**config.mk**
```make
export PLATFORM = sky130hd
export DESIGN_NAME = bldc_commutation_ctrl
export DESIGN_NICKNAME = d
export VERILOG_FILES = /design/src/rtl/motor_pkg.sv /design/src/rtl/hall_debounce.sv /design/src/rtl/bldc_commutation_ctrl.sv
export SDC_FILE = /design/constraint.sdc
export NUM_CORES = 1
export LEC_CHECK = 0
export CAP_MARGIN = 20
export CORE_MARGIN = 8
export CORE_UTILIZATION = 30
export DETAILED_ROUTE_END_ITERATION = 10
export PLACE_DENSITY = 0.54
export RECOVER_POWER = 100
export REMOVE_ABC_BUFFERS = 1
export SLEW_MARGIN = 20
export SYNTH_ARGS = -nofsm -noshare
export SYNTH_HDL_FRONTEND = slang
export SYNTH_SLANG_ARGS = --single-unit
```
**constraint.sdc**
```tcl
create_clock -name CLK -period 6.55 [get_ports CLK]
set_input_delay 1.31 -clock CLK [delete_from_list [all_inputs] [get_ports CLK]]
set_output_delay 1.31 -clock CLK [all_outputs]
set_load 0.01 [all_outputs]
```
**src/rtl/motor_pkg.sv**
```systemverilog
// Shared types and lookup functions for the six-step BLDC commutation controller.
package motor_pkg;

  typedef enum logic [1:0] {
    IDLE  = 2'd0,
    DEAD  = 2'd1,
    RUN   = 2'd2,
    FAULT = 2'd3
  } state_t;

  localparam int GATE_AH = 5;
  localparam int GATE_AL = 4;
  localparam int GATE_BH = 3;
  localparam int GATE_BL = 2;
  localparam int GATE_CH = 1;
  localparam int GATE_CL = 0;

  typedef struct packed {
    logic       valid;
    logic [2:0] sector;
  } sector_t;

  function automatic sector_t hall_to_sector(input logic [2:0] hall);
    sector_t r;
    r.valid  = 1'b1;
    r.sector = 3'd0;
    case (hall)
      3'b101:  r.sector = 3'd0;
      3'b100:  r.sector = 3'd1;
      3'b110:  r.sector = 3'd2;
      3'b010:  r.sector = 3'd3;
      3'b011:  r.sector = 3'd4;
      3'b001:  r.sector = 3'd5;
      default: r.valid  = 1'b0;
    endcase
    return r;
  endfunction

  // Reverse rotation drives the step half a revolution ahead of the sector.
  function automatic logic [2:0] drive_step(input logic [2:0] sector, input logic reverse);
    if (!reverse)
      return sector;
    return (sector >= 3'd3) ? 3'(sector - 3'd3) : 3'(sector + 3'd3);
  endfunction

  function automatic logic [5:0] commutation_mask(input logic [2:0] step, input logic pwm_on);
    logic [5:0] m;
    m = '0;
    case (step)
      3'd0: begin m[GATE_AH] = pwm_on; m[GATE_BL] = 1'b1; end
      3'd1: begin m[GATE_AH] = pwm_on; m[GATE_CL] = 1'b1; end
      3'd2: begin m[GATE_BH] = pwm_on; m[GATE_CL] = 1'b1; end
      3'd3: begin m[GATE_BH] = pwm_on; m[GATE_AL] = 1'b1; end
      3'd4: begin m[GATE_CH] = pwm_on; m[GATE_AL] = 1'b1; end
      3'd5: begin m[GATE_CH] = pwm_on; m[GATE_BL] = 1'b1; end
      default: m = '0;
    endcase
    return m;
  endfunction

endpackage

```
**src/rtl/hall_debounce.sv**
```systemverilog
// Two-flop synchroniser on the raw hall pins followed by a run-length debouncer;
// the output follows the synced value once it has been stable for DEBOUNCE_CYC cycles.
module hall_debounce #(
  parameter int DEBOUNCE_CYC = 4
) (
  input  logic       clk,
  input  logic       rst_n,
  input  logic [2:0] hall_raw,
  output logic [2:0] hall_db
);

  localparam int CW = $clog2(DEBOUNCE_CYC + 1);

  logic [2:0]    sync1, sync2, cand;
  logic [CW-1:0] run_len, run_next;

  // run_next is the number of cycles sync2 will have held its current value.
  always_comb begin
    run_next = CW'(1);
    if (sync2 == cand)
      run_next = (run_len == CW'(DEBOUNCE_CYC)) ? run_len : run_len + 1'b1;
  end

  always_ff @(posedge clk or negedge rst_n) begin
    if (!rst_n) begin
      sync1   <= '0;
      sync2   <= '0;
      cand    <= '0;
      run_len <= '0;
      hall_db <= '0;
    end else begin
      sync1   <= hall_raw;
      sync2   <= sync1;
      cand    <= sync2;
      run_len <= run_next;
      if (run_next == CW'(DEBOUNCE_CYC))
        hall_db <= sync2;
    end
  end

endmodule

```
**src/rtl/bldc_commutation_ctrl.sv**
```systemverilog
// Six-step BLDC commutation: hall decode, PWM high side, dead time on step changes,
// invalid-hall and stall fault latching, and hall-period measurement.
module bldc_commutation_ctrl
  import motor_pkg::*;
#(
  parameter int PWM_BITS     = 9,
  parameter int DEADTIME_CYC = 8,
  parameter int DEBOUNCE_CYC = 4,
  parameter int STALL_BITS   = 20
) (
  input  logic                  CLK,
  input  logic                  RESET_N,
  input  logic                  enable,
  input  logic                  direction,
  input  logic [PWM_BITS-1:0]   duty,
  input  logic [2:0]            hall,
  input  logic                  fault_clear,
  output logic [5:0]            gates,
  output logic                  fault,
  output logic                  commutate,
  output logic [STALL_BITS-1:0] hall_period,
  output logic [1:0]            state
);

  localparam int DCW = $clog2(DEADTIME_CYC) + 1;

  state_t                st;
  logic [2:0]            hall_db, hall_prev;
  sector_t               sec, sec_prev;
  logic [2:0]            step, cur_step;
  logic                  step_chg, sector_chg;
  logic [PWM_BITS-1:0]   pwm_cnt, duty_lat;
  logic                  pwm_on;
  logic [STALL_BITS-1:0] stall_cnt;
  logic                  stall_sat;
  logic [DCW-1:0]        dead_cnt;

  hall_debounce #(.DEBOUNCE_CYC(DEBOUNCE_CYC)) u_hall_debounce (
    .clk      (CLK),
    .rst_n    (RESET_N),
    .hall_raw (hall),
    .hall_db  (hall_db)
  );

  assign state = st;

  always_comb begin
    sec        = hall_to_sector(hall_db);
    sec_prev   = hall_to_sector(hall_prev);
    step       = drive_step(sec.sector, direction);
    step_chg   = sec.valid && (step != cur_step);
    sector_chg = sec.valid && sec_prev.valid && (sec.sector != sec_prev.sector);
    pwm_on     = (pwm_cnt < duty_lat);
    stall_sat  = &stall_cnt;
  end

  // PWM timebase, step tracking and hall-period / stall counter.
  always_ff @(posedge CLK or negedge RESET_N) begin
    if (!RESET_N) begin
      pwm_cnt     <= '0;
      duty_lat    <= '0;
      hall_prev   <= '0;
      cur_step    <= '0;
      stall_cnt   <= '0;
      hall_period <= '0;
      commutate   <= 1'b0;
    end else begin
      pwm_cnt   <= pwm_cnt + 1'b1;
      if (&pwm_cnt)
        duty_lat <= duty;
      hall_prev <= hall_db;
      if (sec.valid)
        cur_step <= step;
      commutate <= sector_chg;
      if (st == IDLE) begin
        stall_cnt <= '0;
      end else if (sector_chg) begin
        // Report elapsed cycles inclusive of the change edge, saturating.
        hall_period <= stall_sat ? stall_cnt : stall_cnt + 1'b1;
        stall_cnt   <= '0;
      end else if (!stall_sat) begin
        stall_cnt <= stall_cnt + 1'b1;
      end
    end
  end

  always_ff @(posedge CLK or negedge RESET_N) begin
    if (!RESET_N) begin
      st       <= IDLE;
      gates    <= '0;
      fault    <= 1'b0;
      dead_cnt <= '0;
    end else begin
      gates <= '0;
      if (st == FAULT) begin
        fault <= 1'b1;
        if (fault_clear && !enable) begin
          st    <= IDLE;
          fault <= 1'b0;
        end
      end else if (!enable) begin
        st <= IDLE;
      end else if (!sec.valid || (stall_sat && st != IDLE && duty_lat != '0)) begin
        st    <= FAULT;
        fault <= 1'b1;
      end else begin
        case (st)
          IDLE: begin
            st       <= DEAD;
            dead_cnt <= '0;
          end
          DEAD: begin
            if (step_chg) begin
              dead_cnt <= '0;
            end else if (dead_cnt == DCW'(DEADTIME_CYC - 1)) begin
              st    <= RUN;
              gates <= commutation_mask(step, pwm_on);
            end else begin
              dead_cnt <= dead_cnt + 1'b1;
            end
          end
          RUN: begin
            if (step_chg) begin
              st       <= DEAD;
              dead_cnt <= '0;
            end else begin
              gates <= commutation_mask(step, pwm_on);
            end
          end
          default: st <= IDLE;
        endcase
      end
    end
  end

  assert property (@(posedge CLK) disable iff (!RESET_N)
    !(gates[GATE_AH] && gates[GATE_AL]) && !(gates[GATE_BH] && gates[GATE_BL]) &&
    !(gates[GATE_CH] && gates[GATE_CL]) &&
    $onehot0({gates[GATE_AH], gates[GATE_BH], gates[GATE_CH]}) &&
    $onehot0({gates[GATE_AL], gates[GATE_BL], gates[GATE_CL]}));

endmodule

```
# After elaboration in Yosys (flattened, before gate mapping)
# Index checks and enable logic that the tools add are counted.
# word_totals
output_inout_bits	30
wordCells	129
ff_bits	93
# op_classes
bitwise_logic	3
mux	40
order_cmp	2
n_addsub	6
reduce_logical	30
n_eq_ne	32
# ops
cell	count
$mux 20	3
$mux 6	6
$eq 3x3->1 const B	10
$pmux 3 s5	2
$add 20x1->20 const B	1
$reduce_and 20->1	1
$eq 3x2->1 const B	6
$ne 5x5->1 const B	3
$mux 2	7
$mux 1	12
$mux 3	4
$mux 4	3
$pmux 4 s3	1
$pmux 6 s2	1
$reduce_or 2->1	6
$reduce_or 6->1	2
$add 9x1->9 const B	1
$eq 3x1->1 const B	3
$lt 9x9->1	1
$reduce_and 9->1	1
$reduce_bool 9->1	1
$logic_and 1x1->1	6
$ne 3x3->1	2
$pmux 2 s3	1
other kinds (22)	29

# Logic depth before layout (Yosys ltp)
# depth
depth_word	14
ltp_mapped	14
ltp_nobuf	11

# Hierarchy
# A second synthesis with hierarchy kept.
# unflattened
cells_unflattened	456
area_unflattened_um2	4620.7
# by_module_without_submodules
module	area_each_um2	cells_each	instances
bldc_commutation_ctrl	4087.7	421	1
hall_debounce	533.0	35	1

# Least setup slack after synthesis
# Ideal clock, no wire load.
# synth_path
path_kind	reg-to-reg
startpoint	register u_hall_debounce.hall_db[1]
endpoint	register gates[3]
setup_ns	0.095
synth_period_minus_slack_ns	3.287
stages_incl_launch_ff	15
setup_slack_ns	3.263
arrival_time_ns	3.191
path_cell_list	dfrtp_1 buf_2 buf_1 inv_1 nor3_1 inv_1 ha_1 and3b_1 o21ai_1 and3b_1 o32a_1 a21oi_2 or4_4 buf_6 nor4bb_4
# synth_via
elab_chain_cells	14
# synth_rtl
item	line_no	source
from (decl)	hall_debounce.sv:9	output logic [2:0] hall_db
from (signal assigned)	hall_debounce.sv:37	hall_db <= sync2;
$eq 3x1->1, or another cell as far along	motor_pkg.sv:27	case (hall)
$pmux 3 s5	motor_pkg.sv:27	
$add 3x2->3, or another cell as far along	motor_pkg.sv:43	return (sector >= 3'd3) ? 3'(sector - 3'd3) : 3'(sector + 3'd3);
$mux 3 (2 in series)	motor_pkg.sv:43	
$eq 3x2->1	motor_pkg.sv:49	case (step)
$reduce_or 2->1 (no source line)	n/a	
$mux 1	motor_pkg.sv:49	
$mux 6	bldc_commutation_ctrl.sv:115	end else if (dead_cnt == DCW'(DEADTIME_CYC - 1)) begin
$mux 6	bldc_commutation_ctrl.sv:113	if (step_chg) begin
$pmux 6 s2	bldc_commutation_ctrl.sv:107	case (st)
$mux 6 (*)	bldc_commutation_ctrl.sv:103	end else if (!sec.valid || (stall_sat && st != IDLE && duty_lat != '0)) begin
$mux 6 (*)	bldc_commutation_ctrl.sv:101	end else if (!enable) begin
$mux 6 (*)	bldc_commutation_ctrl.sv:95	if (st == FAULT) begin
to (signal assigned)	bldc_commutation_ctrl.sv:117	gates <= commutation_mask(step, pwm_on);
to (signal assigned)	bldc_commutation_ctrl.sv:127	gates <= commutation_mask(step, pwm_on);
to (decl)	bldc_commutation_ctrl.sv:18	output logic [5:0] gates,
# Every way passes the cells marked *; elsewhere a longest branch is shown, timed or not.
# A chain may end at the register's enable or synchronous reset.

# Final worst setup path
# layout_path
startpoint	input direction
endpoint	register gates[3]
# layout_via
elab_chain_cells	10
# layout_rtl
item	line_no	source
from (decl)	bldc_commutation_ctrl.sv:14	input logic direction,
$mux 3 (*)	motor_pkg.sv:43	
$eq 3x2->1	motor_pkg.sv:49	
$reduce_or 2->1 (no source line)	n/a	
$mux 1	motor_pkg.sv:49	
$mux 6	bldc_commutation_ctrl.sv:115	
$mux 6	bldc_commutation_ctrl.sv:113	
$pmux 6 s2 (*)	bldc_commutation_ctrl.sv:107	
$mux 6 (*)	bldc_commutation_ctrl.sv:103	
$mux 6 (*)	bldc_commutation_ctrl.sv:101	
$mux 6 (*)	bldc_commutation_ctrl.sv:95	
# Marked as above.

==> summary.txt <==
Cell with the most instances after synthesis = dfrtp_1
Setup Buffers After CTS = 0
Total iterations of the first detailed-routing run = 4
CP endpoint kind = flip-flop
Vias = 3508
Vias/cell = 4.773
Nets@finish = 556
TritonCTS Sinks = 93
Critical-path cell list = dlygate4sd3_1 > nand3_1 > a21o_1 > a21boi_0 > o32a_1 > a21oi_1 > or4_1 > nor4bb_4
Clk buf depth = 2
PwrDens = 271.0 nW/um^2
Layout area overhead = 19.31%
Num ports = 47
Share of the synthesized area in the top cell type = 0.4968
Slew headroom = -0.4877
Tmin final = 4.020 ns
Clock Skews = 0.006965 ns
Unique masters post-synth = 61
Worst slack at placement = 2.450 ns
Share of cells above drive strength 1 = 0.05725
Total CTS buffers = 9
Clock transition at the registers of the reported paths = 0.06 ns
Peak supply drop = 0.1049 mV
H-Tree Depth = 3
# port buffers = 46
Vias in the first global route = 3523
Post-DRT Antenna Nets = 0
Syn Inst Count = 482
Synth area leaders = dfrtp_1 50%, ha_1 5.3%, nand2_1 5.0%
Critical path arrival = 4.26 ns
Leak = 2.565 nW
Yosys warning count = 0
FMAX = 248.7 MHz
Fin. Hold Viols = 0
Inserted Diodes = 0
Drt wl/cell = 13.91 microns
Global Route Usage Sum = 0.1083
Max_cap viols = 1
TNS Setup = 0 ns
Critical Path RT = 6.79 ns
Die W = 141.0 microns
Compound-Gate Fraction of Synth Area = 0.1287
Synth Area in XOR/XNOR = 0.05048
CTS tree = done
Final worst setup slack = 2.530 ns
Final Wtd Congestion = 0.8081
RSZ-0062 raised after global routing = no
Die H = 141.0 microns
EDFF count, synth = 0
Cts hold-fix bufs = 0
Leading area contributor after synthesis = dfrtp_1
Mapped Area = 4684 sq um
Worst slew pin tran = 2.232 ns
HP Class = flip-flop to flip-flop
Crit-path max FO = 18
Global route overflow = 0
DRC errors left = 0
Slew Viols, Final = 41
Post-synthesis average cell area = 9.719 sq um
Cell types with the highest counts after synthesis = 93 x dfrtp_1, 62 x nand2_1, 42 x nor2_1, 41 x o21ai_0, 23 x inv_1
Startpoint Class = input port
First-pass GRT wire length = 17340 microns
Total die area = 19870 sq um
Failing checks = capacitance limit, slew limit
Routed WL = 10220 microns
Clk_lat worst skew = 0.34 ns
Worst Setup Path Type = input port to flip-flop
Slowest stage cell, crit path = dlygate4sd3_1
Antenna violations before repair = 0
Util after Layout = 0.3663
CTS Root Cell = clkbuf_16
Simple-Gate Fraction of Synth Area = 0.2062
Largest family of logic cells by synthesized area = simple AND/OR/NAND/NOR gates
Hpwl dp = 7328 microns
Site Rows = 45
FFs w/ async S/R, synth = 1.000
Mux cell area share after synthesis = 0.02297
Synth Flop Type = dfrtp_1
Adder-cell share of the synthesized area = 0.05342
Resized cells post-CTS = 0
Status = finished with violations
Synthesis-stage register bit count = 93
Seq/Total Area, Yosys = 0.4968
Period utilisation layout = 0.6138
Final setup fails = 0
Initial core utilization = 0.3070
Drt first-iter violations = 207
Largest net degree at the start of global routing = 55
Slowest cell delay on critical path = 0.96 ns
Core ar. = 15260 sq um
## registers in the layout, summed over array words and instances (netlist names)
name,count
commutate,1
u_hall_debounce.sync1,3
hall_prev,3
fault,1
gates,6
hall_period,20
u_hall_debounce.cand,3
cur_step,3
stall_cnt,20
u_hall_debounce.sync2,3
u_hall_debounce.run_len,3
dead_cnt,4
state,2
pwm_cnt,9
u_hall_debounce.hall_db,3
duty_lat,9
## critical path, delay by kind of cell
| kind | cells | cell delay [ns] |
|---|---|---|
| AO/OA/AOI/OAI | 4 | 0.91 |
| buffers and inverters | 1 | 0.96 |
| AND/OR/NAND/NOR | 3 | 1.08 |
## per-layer routing
metal	routed length [microns]	vias to the layer above	GRT usage	part of all wire
met5	0	-	0	0
met1	4877	1683	0.1377	0.48
met3	366	12	0.02701	0.036
li1	-	1745	-	-
met4	153	0	0.04751	0.015
met2	4825	68	0.1713	0.47
## report_power, final
part	total [mW]	internal (mW)	switching, mW
Combinational	0.338	0.142	0.195
Clock	0.499	0.280	0.219
Sequential	0.678	0.618	0.0600
## cell families (layout without fill, tap and decap cells)
kind of cell | count (synthesis) | after routing
and+or+nand+nor | 190 | 190
AOI/OAI and AO/OA | 95 | 95
DFF | 93 | 93
buffers and inverters | 47 | 89
xor gates and xnor gates | 27 | 27
adders and majority gates | 20 | 20
muxes | 10 | 10
## area by class of cell
cell class,instances,area [sq um]
Fill cell,1523,9669
Clock buffer,12,256.5
Timing Repair Buffer,50,473.0
Inverter,23,86.33
Clock inverter,4,31.28
Tap cell,211,264.0
Multi-Input combinational cell,342,2151
Sequential cell,93,2327
## metrics by stage
step / total power [mW] / instance area [sq um] / instances / hold slack [ns]
floorplan: 0.9120 / 4577 / 458 / 0.3312
global placement: 1.030 / 5329 / 719 / 0.3386
detailed placement: 1.039 / 5329 / 719 / 0.3389
CTS: 1.550 / 5617 / 735 / 0.3536
global route: 1.612 / 5589 / 735 / 0.3629
finish: 1.515 / 5589 / 735 / 0.3501
## cells in the final DEF, fill, tap and decap left out, drive strengths merged, types with 11 or more instances in the layout
| cell type | instances |
|---|---|
| clkdlybuf4s50 | 11 |
| o21ai | 42 |
| xnor2 | 12 |
| ha | 20 |
| dlygate4sd3 | 34 |
| dfrtp | 93 |
| nor3 | 14 |
| nor2 | 42 |
| nand2 | 62 |
| clkbuf | 16 |
| nand3 | 19 |
| xor2 | 15 |
| inv | 24 |
| a21oi | 16 |
## path summary, 6_finish.rpt
check	start	end	slack, ns	cells past startpoint
max in group asynchronous	RESET_N	hall_period[17]	3.26	2
setup / recovery	direction	gates[3]	2.53	8
hold / removal	u_hall_debounce.sync1[2]	u_hall_debounce.sync2[2]	0.35	0
hold reg to reg	u_hall_debounce.sync1[2]	u_hall_debounce.sync2[2]	0.35	0
setup reg to reg	u_hall_debounce.hall_db[2]	gates[3]	3.03	7
min in group asynchronous	RESET_N	gates[4]	1.63	1
(Power assumes the default switching activity.)
==> RTL change: new RTL, same settings <==
Register the inputs `enable`, `direction`, `duty`, `hall` and `fault_clear` before use, without a reset. The logic sees them one clock later.
--- a/src/rtl/bldc_commutation_ctrl.sv
+++ b/src/rtl/bldc_commutation_ctrl.sv
@@ -24,6 +24,20 @@
 
   localparam int DCW = $clog2(DEADTIME_CYC) + 1;
 
+  logic enable_q;
+  logic direction_q;
+  logic [PWM_BITS-1:0] duty_q;
+  logic [2:0] hall_q;
+  logic fault_clear_q;
+
+  always_ff @(posedge CLK) begin
+    enable_q      <= enable;
+    direction_q   <= direction;
+    duty_q        <= duty;
+    hall_q        <= hall;
+    fault_clear_q <= fault_clear;
+  end
+
   state_t                st;
   logic [2:0]            hall_db, hall_prev;
   sector_t               sec, sec_prev;
@@ -38,7 +52,7 @@
   hall_debounce #(.DEBOUNCE_CYC(DEBOUNCE_CYC)) u_hall_debounce (
     .clk      (CLK),
     .rst_n    (RESET_N),
-    .hall_raw (hall),
+    .hall_raw (hall_q),
     .hall_db  (hall_db)
   );
 
@@ -47,7 +61,7 @@
   always_comb begin
     sec        = hall_to_sector(hall_db);
     sec_prev   = hall_to_sector(hall_prev);
-    step       = drive_step(sec.sector, direction);
+    step       = drive_step(sec.sector, direction_q);
     step_chg   = sec.valid && (step != cur_step);
     sector_chg = sec.valid && sec_prev.valid && (sec.sector != sec_prev.sector);
     pwm_on     = (pwm_cnt < duty_lat);
@@ -67,7 +81,7 @@
     end else begin
       pwm_cnt   <= pwm_cnt + 1'b1;
       if (&pwm_cnt)
-        duty_lat <= duty;
+        duty_lat <= duty_q;
       hall_prev <= hall_db;
       if (sec.valid)
         cur_step <= step;
@@ -94,11 +108,11 @@
       gates <= '0;
       if (st == FAULT) begin
         fault <= 1'b1;
-        if (fault_clear && !enable) begin
+        if (fault_clear_q && !enable_q) begin
           st    <= IDLE;
           fault <= 1'b0;
         end
-      end else if (!enable) begin
+      end else if (!enable_q) begin
         st <= IDLE;
       end else if (!sec.valid || (stall_sat && st != IDLE && duty_lat != '0)) begin
         st    <= FAULT;
Formal check against the unedited RTL: not equivalent (a bounded check fails within 4 cycles, from zero or initial values and one cycle with RESET_N low).
==> RTL change against the original RTL <==
The run still ends with capacitance limit, slew limit left; register-to-register slack got worse by 0.40 ns; wire length shrank 3.4%; fmax increased by 2.6%; sequential power is 14% higher; worst setup slack improved by 0.10 ns; sequential cell count is 15 higher; total power rose by 4.8%; synthesized area is 3.9% higher; synthesized cell count is 3.5% lower; critical path depth grew 2; first-iteration DRC count rose by 71%; design area rose by 2.7%; worst hold slack worse by 0.021 ns; largest cell class unchanged; highest routed layer unchanged.
==> RTL change: results (changes against the original RTL) <==
reg2reg_from: "u_hall_debounce.hall_db[1]"
grt_max_degree: 77  # +40%
max-slew-margin-rel: -0.235  # +0.253
synthTopCellsByCount: "dfrtp_1, nand2_1, o21ai_0, nor2_1, inv_1"
top_layer_used: "met4"
grt_use_total: 0.101  # -0.00699
reg2regPathDepth: 10  # +3
post-cts-setup-buffers: 0  # unchanged
htreeDepth: 3  # unchanged
antenna_found_initial: 0  # unchanged
synthFlopType: "dfrtp_1"
wl_met2_um: 4490  # -6.9%
hpwl_um: 7010  # -4.3%
dpl.cell_count: 712  # -0.97%
synth_cell_types: 57  # -6.6%
total_leakage_power_nw: 2.54  # -1.2%
grt_pass1_wl_um: 16400  # -5.3%
finalNonFillerCells: 728  # -0.95%
n_antenna_cell: 0  # unchanged
clk_latency_ns: 0.36  # +0.02 ns
drive_gt1_frac: 0.0605  # +0.00329
cp_top_family: "simple AND/OR/NAND/NOR gates"
route.met3.wl_um: 542  # +48%
violations: "capacitance limit, slew limit"
grt_pass1_vias: 3271  # -7.2%
timing.rr.end: "gates[3]"
synth_cells: 465  # -3.5%
dr.pass1.iters: 4  # unchanged
ir_worst_vdd_uv: 131  # +25%
io_buffers: 46  # unchanged
hold_depth: 0  # unchanged
outcome: "finished, violations left"
hold_class: "reg2reg"
skew_ns: 0.0133  # +0.00638 ns
yosysSeqAreaShare: 0.540  # +0.0429
yosysWarnings: 0  # unchanged
place_ws_ns: 3.10  # +0.654 ns
cp.arrival_ns: 4.15  # -0.11 ns
fin_nets: 543  # -2.3%
cts_buffers: 9  # unchanged
vias_per_cell: 4.59  # -3.8%
drv_slew: 77  # +88%
r2r_slack_ns: 2.63  # -0.40 ns
reg.largest.list: "hall_period (20), stall_cnt (20)"
critPathMaxFanout: 20  # +2
async_flop_share: 0.861  # -0.139
cts_buffer_depth: 2  # unchanged
slowest_stage: "dfrtp_1"
routed_wl_um: 9870  # -3.4%
drtIter0Drc: 353  # +71%
synthTopCellsByArea: "dfrtp_1, dfxtp_1, ha_1"
met1_length_um: 4640  # -4.9%
place.gp.congestion: 0.803  # -0.68%
cts-root-buf: "clkbuf_16"
slowest_delay_ns: 0.82  # -0.14 ns
hold_path_end: "u_hall_debounce.sync1[2]"
cap_violations: 1  # unchanged
switching_share: 0.306  # -0.00723
hold_start: "hall_q[2]"
[RTL change: cell types whose count changed in the layout (fill, tap and decap cells not counted), sizes merged, moves of 5 or more]
cell           delta
xnor2             +8
xor2              -5
o21ai             +6
nand2            -11
nor3              -8
dfxtp            +15
nor2              -8
dlygate4sd3      +11
and3              -5
clkdlybuf4s50    -11
[RTL change: logic make-up after synthesis]
logic type	after synthesis	share of synthesized area
flops	108	0.540
simple gates	157	0.167
mux	13	0.0285
buf+inv	42	0.0365
compound gates	96	0.126
fa+ha+maj	19	0.0488
xor+xnor	30	0.0540
[RTL change: worst max-delay path by stage]
stage               endpoint                       start  slack (ns)
floorplan           state[0]  u_hall_debounce.hall_db[1]        3.46
global placement    state[1]  u_hall_debounce.hall_db[1]        3.23
detailed placement  state[1]  u_hall_debounce.hall_db[1]        3.10
CTS                 state[0]  u_hall_debounce.hall_db[1]        3.07
global route        gates[5]  u_hall_debounce.hall_db[1]        2.26
finish              gates[3]  u_hall_debounce.hall_db[1]        2.63
[RTL change: through the flow]
step	hold slack (ns)	cell area [µm²]
final	0.330	5740
after global routing	0.340	5740
after CTS	0.332	5810
after detailed placement	0.321	5530
after global placement	0.319	5530
after floorplan	0.316	4780
[RTL change: power groups by stage]
stage | clock [W] | combinational (W) | sequential, W
after CTS | 0.000538 | 0.000333 | 0.000772
after detailed placement | 0 | 0.000331 | 0.000786
final | 0.000520 | 0.000296 | 0.000772
after global placement | 0 | 0.000325 | 0.000781
after global routing | 0.000566 | 0.000336 | 0.000781
after floorplan | 0 | 0.000225 | 0.000777
[RTL change: final cells by class]
cell class,instances,area (µm²)
clock buffers,10,229
repair buffers,48,463
flip-flops and latches,108,2630
well taps,216,270
multi-input cells,315,2010
inverters,25,93.8
fillers,1632,10100
clock inverters,6,50.0
[RTL change: layer usage]
layer / GRT usage / vias up
met4: 0.0426 / 0
met2: 0.154 / 69
met5: 0 / -
met1: 0.128 / 1573
met3: 0.0358 / 13
li1: - / 1687
